===== src/rtl/alu_pkg.sv =====
// Shared opcode encodings and FSM state type for the sequential ALU.
package alu_pkg;

  localparam logic [3:0] OP_ADD = 4'b1000;
  localparam logic [3:0] OP_SUB = 4'b0100;
  localparam logic [3:0] OP_BEQ = 4'b1111;
  localparam logic [3:0] OP_BLT = 4'b1101;
  localparam logic [3:0] OP_BGT = 4'b1110;
  localparam logic [3:0] OP_AND = 4'b0001;
  localparam logic [3:0] OP_OR  = 4'b0010;
  localparam logic [3:0] OP_XOR = 4'b0011;
  localparam logic [3:0] OP_SHL = 4'b0101;
  localparam logic [3:0] OP_SHR = 4'b0110;
  localparam logic [3:0] OP_MUL = 4'b1001;
  localparam logic [3:0] OP_DIV = 4'b1010;
  localparam logic [3:0] OP_REM = 4'b1011;

  typedef enum logic [1:0] {
    IDLE = 2'b00,
    EXEC = 2'b01,
    DONE = 2'b10
  } alu_state_t;

endpackage


===== src/rtl/alu_seq_if.sv =====
// Request/result bundle between the operand-read stage and the ALU.
interface alu_seq_if #(parameter int WIDTH = 16);
  logic             in_valid;
  logic             in_ready;
  logic [3:0]       alu_code;
  logic [WIDTH-1:0] reg_data1;
  logic [WIDTH-1:0] reg_data2;
  logic             out_valid;
  logic             out_ready;
  logic [WIDTH-1:0] accum;
  logic             pc_branch;
  logic             flag_zero;
  logic             flag_carry;
  logic             flag_ovf;
  logic             flag_dz;

  modport master (
    output in_valid, alu_code, reg_data1, reg_data2, out_ready,
    input  in_ready, out_valid, accum, pc_branch, flag_zero, flag_carry, flag_ovf, flag_dz
  );

  modport slave (
    input  in_valid, alu_code, reg_data1, reg_data2, out_ready,
    output in_ready, out_valid, accum, pc_branch, flag_zero, flag_carry, flag_ovf, flag_dz
  );
endinterface


===== src/rtl/alu_muldiv.sv =====
// Iterative one-bit-per-cycle multiplier (shift-add, LSB first) and
// restoring divider (MSB first). hi/lo hold product high/low or remainder/quotient.
// done_o marks the final iteration cycle; hi_nx_o/lo_nx_o then carry the finished result.
module alu_muldiv #(
  parameter int WIDTH = 16,
  parameter int SHW   = $clog2(WIDTH)
) (
  input  logic             clk,
  input  logic             rst,
  input  logic             start_i,
  input  logic             div_i,
  input  logic [WIDTH-1:0] a_i,
  input  logic [WIDTH-1:0] b_i,
  output logic             busy_o,
  output logic             done_o,
  output logic [WIDTH-1:0] hi_nx_o,
  output logic [WIDTH-1:0] lo_nx_o
);

  localparam logic [SHW-1:0] CNT_LAST = SHW'(WIDTH - 1);

  logic             busy_q, busy_d;
  logic             div_q, div_d;
  logic [SHW-1:0]   cnt_q, cnt_d;
  logic [WIDTH-1:0] hi_q, hi_d;
  logic [WIDTH-1:0] lo_q, lo_d;
  logic [WIDTH-1:0] b_q, b_d;

  logic [WIDTH:0]   add_s;
  logic [WIDTH:0]   shl_s;
  logic [WIDTH:0]   trial_s;

  // One iteration of shift-add or restoring division, plus operand load on start.
  always_comb begin
    busy_d  = busy_q;
    div_d   = div_q;
    cnt_d   = cnt_q;
    hi_d    = hi_q;
    lo_d    = lo_q;
    b_d     = b_q;
    add_s   = {1'b0, hi_q} + (lo_q[0] ? {1'b0, b_q} : {(WIDTH+1){1'b0}});
    shl_s   = {hi_q, lo_q[WIDTH-1]};
    trial_s = shl_s - {1'b0, b_q};
    if (start_i) begin
      busy_d = 1'b1;
      div_d  = div_i;
      cnt_d  = {SHW{1'b0}};
      hi_d   = {WIDTH{1'b0}};
      lo_d   = a_i;
      b_d    = b_i;
    end else if (busy_q) begin
      if (div_q) begin
        if (trial_s[WIDTH]) begin
          hi_d = shl_s[WIDTH-1:0];
          lo_d = {lo_q[WIDTH-2:0], 1'b0};
        end else begin
          hi_d = trial_s[WIDTH-1:0];
          lo_d = {lo_q[WIDTH-2:0], 1'b1};
        end
      end else begin
        hi_d = add_s[WIDTH:1];
        lo_d = {add_s[0], lo_q[WIDTH-1:1]};
      end
      if (cnt_q == CNT_LAST) begin
        busy_d = 1'b0;
        cnt_d  = {SHW{1'b0}};
      end else begin
        cnt_d = cnt_q + {{(SHW-1){1'b0}}, 1'b1};
      end
    end else begin
      busy_d = 1'b0;
    end
  end

  // Datapath and iteration counter registers.
  always_ff @(posedge clk) begin
    if (rst) begin
      busy_q <= 1'b0;
      div_q  <= 1'b0;
      cnt_q  <= {SHW{1'b0}};
      hi_q   <= {WIDTH{1'b0}};
      lo_q   <= {WIDTH{1'b0}};
      b_q    <= {WIDTH{1'b0}};
    end else begin
      busy_q <= busy_d;
      div_q  <= div_d;
      cnt_q  <= cnt_d;
      hi_q   <= hi_d;
      lo_q   <= lo_d;
      b_q    <= b_d;
    end
  end

  assign busy_o  = busy_q;
  assign done_o  = busy_q && (cnt_q == CNT_LAST);
  assign hi_nx_o = hi_d;
  assign lo_nx_o = lo_d;

endmodule


===== src/rtl/alu_seq.sv =====
// Handshaked ALU: single-cycle ops computed at accept, MUL/DIV/REM delegated
// to alu_muldiv. Result and flags are registered and held until taken.
module alu_seq
  import alu_pkg::*;
#(
  parameter int WIDTH = 16,
  parameter int SHW   = $clog2(WIDTH)
) (
  input  logic     clk,
  input  logic     rst,
  alu_seq_if.slave bus
);

  alu_state_t       state_q, state_d;
  logic             in_ready_q, in_ready_d;
  logic             out_valid_q, out_valid_d;
  logic [WIDTH-1:0] accum_q, accum_d;
  logic             branch_q, branch_d;
  logic             zero_q, zero_d;
  logic             carry_q, carry_d;
  logic             ovf_q, ovf_d;
  logic             dz_q, dz_d;
  logic             is_mul_q, is_mul_d;
  logic             is_rem_q, is_rem_d;

  logic [WIDTH-1:0] a_s, b_s, sc_accum_s, md_res_s;
  logic [WIDTH:0]   sum_s;
  logic [3:0]       code_s;
  logic             accept_s, exec_op_s;
  logic             sc_branch_s, sc_zero_s, sc_carry_s, sc_ovf_s, sc_dz_s;
  logic             md_busy_s, md_done_s;
  logic [WIDTH-1:0] md_hi_s, md_lo_s;

  assign a_s       = bus.reg_data1;
  assign b_s       = bus.reg_data2;
  assign code_s    = bus.alu_code;
  assign accept_s  = bus.in_valid && in_ready_q;
  assign exec_op_s = (code_s == OP_MUL) ||
                     (((code_s == OP_DIV) || (code_s == OP_REM)) && (b_s != {WIDTH{1'b0}}));

  // Single-cycle result and flags from the live operands (used only at accept).
  always_comb begin
    sc_accum_s  = {WIDTH{1'b0}};
    sc_branch_s = 1'b0;
    sc_carry_s  = 1'b0;
    sc_ovf_s    = 1'b0;
    sc_dz_s     = 1'b0;
    sum_s       = {1'b0, a_s} + {1'b0, b_s};
    case (code_s)
      OP_ADD: begin
        sc_accum_s = sum_s[WIDTH-1:0];
        sc_carry_s = sum_s[WIDTH];
        sc_ovf_s   = (a_s[WIDTH-1] == b_s[WIDTH-1]) && (sum_s[WIDTH-1] != a_s[WIDTH-1]);
      end
      OP_SUB: begin
        sc_accum_s = a_s - b_s;
        sc_carry_s = a_s < b_s;
        sc_ovf_s   = (a_s[WIDTH-1] != b_s[WIDTH-1]) && (sc_accum_s[WIDTH-1] != a_s[WIDTH-1]);
      end
      OP_BEQ: sc_branch_s = (a_s == b_s);
      OP_BLT: sc_branch_s = (a_s < b_s);
      OP_BGT: sc_branch_s = (a_s > b_s);
      OP_AND: sc_accum_s  = a_s & b_s;
      OP_OR:  sc_accum_s  = a_s | b_s;
      OP_XOR: sc_accum_s  = a_s ^ b_s;
      OP_SHL: sc_accum_s  = a_s << b_s[SHW-1:0];
      OP_SHR: sc_accum_s  = a_s >> b_s[SHW-1:0];
      OP_DIV: begin
        sc_accum_s = {WIDTH{1'b1}};
        sc_dz_s    = 1'b1;
      end
      OP_REM: begin
        sc_accum_s = a_s;
        sc_dz_s    = 1'b1;
      end
      default: sc_accum_s = {WIDTH{1'b0}};
    endcase
    // Compares report zero=1; undefined codes report every flag as 0.
    case (code_s)
      OP_BEQ, OP_BLT, OP_BGT: sc_zero_s = 1'b1;
      OP_ADD, OP_SUB, OP_AND, OP_OR, OP_XOR, OP_SHL, OP_SHR, OP_DIV, OP_REM:
        sc_zero_s = (sc_accum_s == {WIDTH{1'b0}});
      default: sc_zero_s = 1'b0;
    endcase
  end

  assign md_res_s = is_mul_q ? md_lo_s : (is_rem_q ? md_hi_s : md_lo_s);

  // FSM and result-register next state.
  always_comb begin
    state_d     = state_q;
    in_ready_d  = in_ready_q;
    out_valid_d = out_valid_q;
    accum_d     = accum_q;
    branch_d    = branch_q;
    zero_d      = zero_q;
    carry_d     = carry_q;
    ovf_d       = ovf_q;
    dz_d        = dz_q;
    is_mul_d    = is_mul_q;
    is_rem_d    = is_rem_q;
    case (state_q)
      IDLE: begin
        if (accept_s) begin
          in_ready_d = 1'b0;
          is_mul_d   = (code_s == OP_MUL);
          is_rem_d   = (code_s == OP_REM);
          if (exec_op_s) begin
            state_d = EXEC;
          end else begin
            state_d     = DONE;
            out_valid_d = 1'b1;
            accum_d     = sc_accum_s;
            branch_d    = sc_branch_s;
            zero_d      = sc_zero_s;
            carry_d     = sc_carry_s;
            ovf_d       = sc_ovf_s;
            dz_d        = sc_dz_s;
          end
        end else begin
          state_d = IDLE;
        end
      end
      EXEC: begin
        if (md_done_s) begin
          state_d     = DONE;
          out_valid_d = 1'b1;
          accum_d     = md_res_s;
          branch_d    = 1'b0;
          zero_d      = (md_res_s == {WIDTH{1'b0}});
          carry_d     = 1'b0;
          ovf_d       = is_mul_q && (md_hi_s != {WIDTH{1'b0}});
          dz_d        = 1'b0;
        end else begin
          state_d = EXEC;
        end
      end
      DONE: begin
        if (bus.out_ready) begin
          state_d     = IDLE;
          out_valid_d = 1'b0;
          in_ready_d  = 1'b1;
        end else begin
          state_d = DONE;
        end
      end
      default: begin
        state_d     = IDLE;
        in_ready_d  = 1'b1;
        out_valid_d = 1'b0;
      end
    endcase
  end

  // State, handshake and result registers.
  always_ff @(posedge clk) begin
    if (rst) begin
      state_q     <= IDLE;
      in_ready_q  <= 1'b1;
      out_valid_q <= 1'b0;
      accum_q     <= {WIDTH{1'b0}};
      branch_q    <= 1'b0;
      zero_q      <= 1'b0;
      carry_q     <= 1'b0;
      ovf_q       <= 1'b0;
      dz_q        <= 1'b0;
      is_mul_q    <= 1'b0;
      is_rem_q    <= 1'b0;
    end else begin
      state_q     <= state_d;
      in_ready_q  <= in_ready_d;
      out_valid_q <= out_valid_d;
      accum_q     <= accum_d;
      branch_q    <= branch_d;
      zero_q      <= zero_d;
      carry_q     <= carry_d;
      ovf_q       <= ovf_d;
      dz_q        <= dz_d;
      is_mul_q    <= is_mul_d;
      is_rem_q    <= is_rem_d;
    end
  end

  alu_muldiv #(.WIDTH(WIDTH), .SHW(SHW)) u_muldiv (
    .clk     (clk),
    .rst     (rst),
    .start_i (accept_s && exec_op_s),
    .div_i   (code_s != OP_MUL),
    .a_i     (a_s),
    .b_i     (b_s),
    .busy_o  (md_busy_s),
    .done_o  (md_done_s),
    .hi_nx_o (md_hi_s),
    .lo_nx_o (md_lo_s)
  );

  assign bus.in_ready   = in_ready_q;
  assign bus.out_valid  = out_valid_q;
  assign bus.accum      = accum_q;
  assign bus.pc_branch  = branch_q;
  assign bus.flag_zero  = zero_q;
  assign bus.flag_carry = carry_q;
  assign bus.flag_ovf   = ovf_q;
  assign bus.flag_dz    = dz_q;

  logic unused_s;
  assign unused_s = md_busy_s;

endmodule


===== src/flat_wrapper.sv =====
// flat-port wrapper written by rule: the top's interface ports become plain ports
module alu_seq_flat import alu_pkg::*;
#(
  parameter int WIDTH = 16,
  parameter int SHW   = $clog2(WIDTH)
)
  (clk, rst, bus_in_valid, bus_alu_code, bus_reg_data1, bus_reg_data2, bus_out_ready, bus_in_ready, bus_out_valid, bus_accum, bus_pc_branch, bus_flag_zero, bus_flag_carry, bus_flag_ovf, bus_flag_dz);
  alu_seq_if #(.WIDTH(WIDTH)) bus_i ();
  input  logic clk;
  input  logic rst;
  input wire logic [$bits(bus_i.in_valid)-1:0] bus_in_valid;
  input wire logic [$bits(bus_i.alu_code)-1:0] bus_alu_code;
  input wire logic [$bits(bus_i.reg_data1)-1:0] bus_reg_data1;
  input wire logic [$bits(bus_i.reg_data2)-1:0] bus_reg_data2;
  input wire logic [$bits(bus_i.out_ready)-1:0] bus_out_ready;
  output wire logic [$bits(bus_i.in_ready)-1:0] bus_in_ready;
  output wire logic [$bits(bus_i.out_valid)-1:0] bus_out_valid;
  output wire logic [$bits(bus_i.accum)-1:0] bus_accum;
  output wire logic [$bits(bus_i.pc_branch)-1:0] bus_pc_branch;
  output wire logic [$bits(bus_i.flag_zero)-1:0] bus_flag_zero;
  output wire logic [$bits(bus_i.flag_carry)-1:0] bus_flag_carry;
  output wire logic [$bits(bus_i.flag_ovf)-1:0] bus_flag_ovf;
  output wire logic [$bits(bus_i.flag_dz)-1:0] bus_flag_dz;
  assign bus_i.in_valid = bus_in_valid;
  assign bus_i.alu_code = bus_alu_code;
  assign bus_i.reg_data1 = bus_reg_data1;
  assign bus_i.reg_data2 = bus_reg_data2;
  assign bus_i.out_ready = bus_out_ready;
  assign bus_in_ready = bus_i.in_ready;
  assign bus_out_valid = bus_i.out_valid;
  assign bus_accum = bus_i.accum;
  assign bus_pc_branch = bus_i.pc_branch;
  assign bus_flag_zero = bus_i.flag_zero;
  assign bus_flag_carry = bus_i.flag_carry;
  assign bus_flag_ovf = bus_i.flag_ovf;
  assign bus_flag_dz = bus_i.flag_dz;
  alu_seq #(.WIDTH(WIDTH), .SHW(SHW)) u_core (.clk(clk), .rst(rst), .bus(bus_i));
endmodule

===== config.mk =====
export PLATFORM = sky130hd
export DESIGN_NAME = alu_seq_flat
export DESIGN_NICKNAME = d
export VERILOG_FILES = /design/src/rtl/alu_pkg.sv /design/src/rtl/alu_seq_if.sv /design/src/rtl/alu_muldiv.sv /design/src/rtl/alu_seq.sv /design/src/flat_wrapper.sv
export SDC_FILE = /design/constraint.sdc
export NUM_CORES = 1
export LEC_CHECK = 0
export ABC_AREA = 1
export BUFFER_PORTS_ARGS = -buffer_cell sky130_fd_sc_hd__buf_2
export CAP_MARGIN = 20
export CORE_ASPECT_RATIO = 1.2
export CORE_MARGIN = 2
export CORE_UTILIZATION = 40
export CTS_BUF_LIST = sky130_fd_sc_hd__clkbuf_2 sky130_fd_sc_hd__clkbuf_4 sky130_fd_sc_hd__clkbuf_8
export DETAILED_ROUTE_END_ITERATION = 16
export HOLD_SLACK_MARGIN = 0.05
export PLACE_DENSITY = 0.54
export SKIP_CTS_REPAIR_TIMING = 1
export SLEW_MARGIN = 20
export SYNTH_ARGS = -nofsm -noshare
export SYNTH_HDL_FRONTEND = slang
export SYNTH_HIERARCHICAL = 1
export SYNTH_SLANG_ARGS = --single-unit

===== constraint.sdc =====
create_clock -name clk -period 3.9 [get_ports clk]
set_input_delay 0.78 -clock clk [delete_from_list [all_inputs] [get_ports clk]]
set_output_delay 0.78 -clock clk [all_outputs]
set_load 0.005 [all_outputs]

==> Yosys cells after proc, flatten, opt, wreduce, memory -nomap -nowiden <==
Cells that the tools add are included.
{ "word_totals": {"input_bits": 40, "register_bits": 81, "elab_cells": 135, "output_inout_bits": 23} }
{ "classes": {"eq_ne": 26, "n_addsub": 5, "n_bitwise": 4, "order_cmp": 2, "shifts": 2, "reduce_logical": 23, "mux": 56} }
{ "ops": {"columns": ["cell", "count"], "rows": [
  ["$mux 16", 13],
  ["$pmux 16 s9", 1],
  ["$eq 4x4->1 const B", 8],
  ["$logic_not 16->1", 2],
  ["$pmux 16 s2", 1],
  ["$reduce_bool 16->1", 2],
  ["$mux 1", 24],
  ["$add 16x16->17", 1],
  ["$add 16x17->17", 1],
  ["$sub 17x16->17", 1],
  ["$and 16x16->16", 1],
  ["$eq 16x16->1", 1],
  ["$gt 16x16->1", 1],
  ["$lt 16x16->1", 1],
  ["$or 16x16->16", 1],
  ["$pmux 1 s2", 8],
  ["$shl 16x4->16", 1],
  ["$shr 16x4->16", 1],
  ["$sub 16x16->16", 1],
  ["$xor 16x16->16", 1],
  ["$eq 4x3->1 const B", 3],
  ["$pmux 1 s3", 3],
  ["$reduce_or 9->1", 1],
  ["$eq 4x2->1 const B", 2],
  ["other kinds (22)", 38]
]} }

==> Depth between registers and ports, before layout <==
{ "depth": {"word_depth": 11, "depth_mapped": 27, "depth_no_buf": 26} }

==> Hierarchy <==
The synthesis kept the hierarchy.
{ "by_module_without_submodules": {"columns": ["module", "n_inst", "cells_each", "area_each_um2", "seq_area_each_um2"], "rows": [
  ["alu_seq", 1, 1107, 5814.3, 540.5],
  ["alu_muldiv", 1, 823, 4814.6, 1081.0]
]} }

==> Worst setup path after synthesis <==
No wires, ideal clock.
{ "synth_timing": {"path_kind": "register to register", "startpoint": "reg u_core.u_muldiv.lo_q[0]", "endpoint": "reg u_core.zero_q (netlist: u_core/bus.flag_zero)", "required_ns": 3.830, "arrival_ns": 3.240, "setup_ns": 0.070, "path_stages_with_launch": 28, "setup_slack_ns": 0.589, "synth_period_minus_slack_ns": 3.311, "path_buffers": 2, "path_cell_list": "dfxtp_1 > clkbuf_1 > clkbuf_1 > nand2_1 > inv_1 > ha_1 > inv_1 > fa_1 > inv_1 > nand3_1 > nand2_1 > nand2_1 > nand2_1 > a21oi_1 > or2_2 > nand3_1 > nand2_1 > inv_1 > nand2_1 > nand2_1 > inv_1 > o21ai_0 > nand4_1 > nor2_1 > nand3_1 > nor2_1 > a211oi_1 > a21oi_1"} }
{ "synth_via": {"elab_chain_cells": 10, "elab_cells_between_ends": 13, "classes_between": "1 x add/sub; 11 x mux; 1 x reduce/logical"} }
{ "synth_rtl": {"columns": ["element", "line_no", "text"], "rows": [
  ["start: declaration", "alu_muldiv.sv:26", "logic [WIDTH-1:0] lo_q, lo_d;"],
  ["start signal: assignment", "alu_muldiv.sv:82", "lo_q <= {WIDTH{1'b0}};"],
  ["start signal: assignment", "alu_muldiv.sv:89", "lo_q <= lo_d;"],
  ["$mux 16", "alu_muldiv.sv:41", "add_s = {1'b0, hi_q} + (lo_q[0] ? {1'b0, b_q} : {(WIDTH+1){1'b0}});"],
  ["$add 16x17->17", "alu_muldiv.sv:41", null],
  ["$mux 16", "alu_muldiv.sv:52", "if (div_q) begin"],
  ["$mux 16", "alu_muldiv.sv:51", "end else if (busy_q) begin"],
  ["$mux 16", "alu_muldiv.sv:44", "if (start_i) begin"],
  ["via u_core.md_hi_s[9]", "alu_seq.sv:32", "logic [WIDTH-1:0] md_hi_s, md_lo_s;"],
  ["$mux 16 (2 in a row)", "alu_seq.sv:87", "assign md_res_s = is_mul_q ? md_lo_s : (is_rem_q ? md_hi_s : md_lo_s);"],
  ["$logic_not 16->1", "alu_seq.sv:130", "zero_d = (md_res_s == {WIDTH{1'b0}});"],
  ["$mux 1", "alu_seq.sv:125", "if (md_done_s) begin"],
  ["$pmux 1 s2", "alu_seq.sv:102", "case (state_q)"],
  ["end signal: assignment", "alu_seq.sv:175", "zero_q <= zero_d;"],
  ["end: declaration", "alu_seq.sv:19", "logic zero_q, zero_d;"]
]} }
The timed path passes the listed nets, and every way through them passes these cells. The select of a mux whose other input is x is not followed.
A chain may end at the register's enable or synchronous reset.

==> Final worst setup path <==
{ "layout_timing": {"startpoint": "reg u_core.u_muldiv.lo_q[15]", "endpoint": "reg u_core.zero_q (netlist: u_core/bus.flag_zero)"} }
{ "layout_via": {"elab_chain_cells": 10, "elab_cells_between_ends": 14, "classes_between": "1 x add/sub; 12 x mux; 1 x reduce/logical"} }
{ "layout_rtl": {"columns": ["element", "line_no", "text"], "rows": [
  ["$sub 17x16->17", "alu_muldiv.sv:43", "trial_s = shl_s - {1'b0, b_q};"],
  ["$mux 16", "alu_muldiv.sv:53", "if (trial_s[WIDTH]) begin"],
  ["$mux 16", "alu_muldiv.sv:52", null],
  ["$mux 16", "alu_muldiv.sv:51", null],
  ["$mux 16", "alu_muldiv.sv:44", null],
  ["via u_core.md_hi_s[12]", "alu_seq.sv:32", null],
  ["$mux 16 (2 in a row)", "alu_seq.sv:87", null],
  ["$logic_not 16->1", "alu_seq.sv:130", null],
  ["$mux 1", "alu_seq.sv:125", null],
  ["$pmux 1 s2", "alu_seq.sv:102", null]
]} }
The timed path passes the listed nets, and every way through them passes these cells. The select of a mux whose other input is x is not followed.

==> metrics <==
share of cells above drive strength 1 8.08%; initial drt markers 1,058; RSZ-0062 raised after global routing no; final critical-path required period 3.59 ns; Initial Util 40.6%; Slew HR 33.8%; Clock Sinks 81; drt drc 0; total negative slack 0 ns; TritonCTS clock tree done; crit end category flop; Post-Place Cell Area 11,200 µm²; clock skew 0.0252 ns; Reg-to-Reg Start u_core/u_muldiv/lo_q[15]$_SDFF_PP0_; Worst R2R End u_core/bus.flag_zero$_SDFFE_PP0P_; pwr dens 291 nW/µm²; fmax 278 MHz; worst hold path type flop to flop; Synth cell types 51; first-pass GRT wire length 68.8 mm; clock root buffer clkbuf_8; Startpoint Class flop; Max Buffers Root-to-Sink 2; final setup vio count 0; post-route ant nets 0; area delta synth->final 7.97%; CTS Buf Count 9; Clock Pin Slew Worst Setup and Hold Paths 0.12 ns; vias in the first global route 12.1k; Synth Cell Area 10,600 µm²; placed wire-length estimate 36.7 mm; fin nets 2,090; vias per cell 5.48; IO Pins 63; P_leak 6.12 nW; # H-tree levels 3; Placer Congestion 1.00; Site Rows 65; Max VDD drop 0.165 mV; period utilization 92.1%; status completed; Final Slew Violations 0; Req. time, crit path 4.22 ns; Hold Fails Final Rpt 0; DIE AREA 27,900 µm²; Post-Route WL 45.2 mm; Die X 153 µm; Least-Margin Pin Slew 0.992 ns; worst-case reg-to-reg path depth 24; EDFF count, synth 0; final instance area 11,500 µm²; Seq cells post-synth 81; R2R Setup Slk 0.31 ns; clk_lat worst skew 0.38 ns; YS warnings 6; CP endpoint u_core/bus.flag_zero$_SDFFE_PP0P_; largest net degree at the start of global routing 51; CP max FO 25; IO Port Bufs 62; Seq/Total Area, Yosys 15.3%; initial antenna violation count 0; Critical Path AT 3.92 ns; n_diodes 0; # Max-Cap Violations 0; mean routed wirelength per cell 19.6 µm; Via Count 12.6k; most common cell after layout, fill and taps aside nand2_1; CP Class flop to flop; Total GRT Usage 32.0%; Crit. Startpoint u_core/u_muldiv/lo_q[15]$_SDFF_PP0_; Top FF cell, synth dfxtp_1; Mapped Cells 1,930; first-pass iteration count of the detailed router 6; core area 26,200 µm²; Async S/R FF share, synth 0%; die height 183 µm; most frequent cells in the layout nand2_1 (540), inv_1 (278), nand3_1 (223); grt total ovfl 0; Syn Area/Cell 5.51 µm²; syn_nets 2,056
==> final cells by class <==
type                    count  area (µm²)
flip-flops and latches     81        1620
well taps                 335         419
clock buffers               9         124
inverters                 287        1080
clock inverters             7         106
repair buffers             97         586
fillers                  3039       14700
multi-input cells        1488        7540
==> power breakdown <==
group	internal (mW)	switching [mW]
logic	0.493	1.14
registers	0.893	0.0491
clock network	0.374	0.388
==> cells in the mapped netlist, types with 8 or more instances <==
cell type	n	share of area, %
a21oi_1	149	7.0
inv_1	278	9.8
and2_1	18	1.1
or2_2	8	0.47
nand4_1	24	1.4
clkbuf_1	32	1.1
ha_1	82	9.7
buf_4	9	0.64
nor2_1	201	7.1
o211ai_1	15	1.1
dfxtp_1	81	15
buf_2	25	1.2
nand3_1	223	11
nand2_2	11	0.65
o21ai_0	109	5.1
o22ai_1	8	0.47
nand2_1	540	19
nor3_1	21	0.99
==> worst min-delay path by stage <==
stage / start / to / slack (ns) / depth (start not counted)
2_1_floorplan: u_core/u_muldiv/cnt_q[0]$_SDFFE_PP0P_ / u_core/u_muldiv/cnt_q[0]$_SDFFE_PP0P_ / 0.44 / 2
3_3_place_gp: u_core/bus.accum[3]$_SDFFE_PP0P_ / u_core/bus.accum[3]$_SDFFE_PP0P_ / 0.45 / 2
3_5_place_dp: u_core/bus.accum[3]$_SDFFE_PP0P_ / u_core/bus.accum[3]$_SDFFE_PP0P_ / 0.46 / 2
4_1_cts: u_core/bus.accum[3]$_SDFFE_PP0P_ / u_core/bus.accum[3]$_SDFFE_PP0P_ / 0.48 / 2
5_1_grt: u_core/bus.accum[3]$_SDFFE_PP0P_ / u_core/bus.accum[3]$_SDFFE_PP0P_ / 0.50 / 2
6_report: u_core/bus.accum[3]$_SDFFE_PP0P_ / u_core/bus.accum[3]$_SDFFE_PP0P_ / 0.48 / 2
==> through the flow <==
step	setup slack [ns]	utilization (%)	total power, mW	cells	hold slack, ns
floorplan	0.589	-	2.05	1930	0.443
CTS	0.257	43.8	3.34	2304	0.475
finish	0.309	43.8	3.34	2304	0.476
global route	0.00677	43.8	3.57	2304	0.498
detailed placement	0.264	42.9	2.57	2288	0.458
global placement	0.306	42.9	2.56	2288	0.455
==> kinds of logic (layout without fill, tap and decap cells) <==
| group | Yosys count | after routing | synth area share (%) |
|---|---|---|---|
| flip-flops | 81 | 81 | 15.3 |
| adder cells (fa/ha/maj) | 86 | 86 | 10.4 |
| AND/OR/NAND/NOR | 1078 | 1078 | 43.7 |
| AO/OA/AOI/OAI | 312 | 312 | 15.8 |
| buffers and inverters | 361 | 400 | 13.9 |
| multiplexers | 3 | 3 | 0.306 |
| XOR/XNOR | 9 | 9 | 0.742 |
==> registers in the layout, summed over array words and instances (netlist names), 2 cells and up <==
| name | cells |
|---|---|
| u_core/state_q | 2 |
| u_core/bus.accum | 16 |
| u_core/u_muldiv/b_q | 16 |
| u_core/u_muldiv/cnt_q | 4 |
| u_core/u_muldiv/lo_q | 16 |
| u_core/u_muldiv/hi_q | 16 |
==> per-layer routing <==
layer / vias up / wire (µm) / share of wire (%) / track usage (%)
li1: 6273 / - / - / -
met1: 5738 / 17800 / 39 / 37.0
met2: 486 / 21500 / 48 / 55.6
met3: 137 / 2300 / 5.1 / 2.83
met4: 0 / 3570 / 7.9 / 22.4
met5: - / 0 / 0 / 0
==> worst max-delay path: stages (launching register included) <==
cell and delay (ns):
dfxtp_1 0.37, inv_1 0.07, ha_1 0.22, fa_1 0.41, inv_1 0.07, nand2_1 0.04
nand2_1 0.11, nand3_1 0.10, nand2_2 0.10, nand2_2 0.09, nand3_4 0.13, nand2_4 0.19
nand2_1 0.17, nand3_1 0.08, nand2_1 0.09, nand2_1 0.05, nand2_1 0.09, inv_1 0.07
o21ai_0 0.45, nand4_1 0.15, nor2_1 0.11, nand3_1 0.07, nor2_1 0.10, a211oi_1 0.06
a21oi_1 0.16
(Power assumes the default switching activity.)
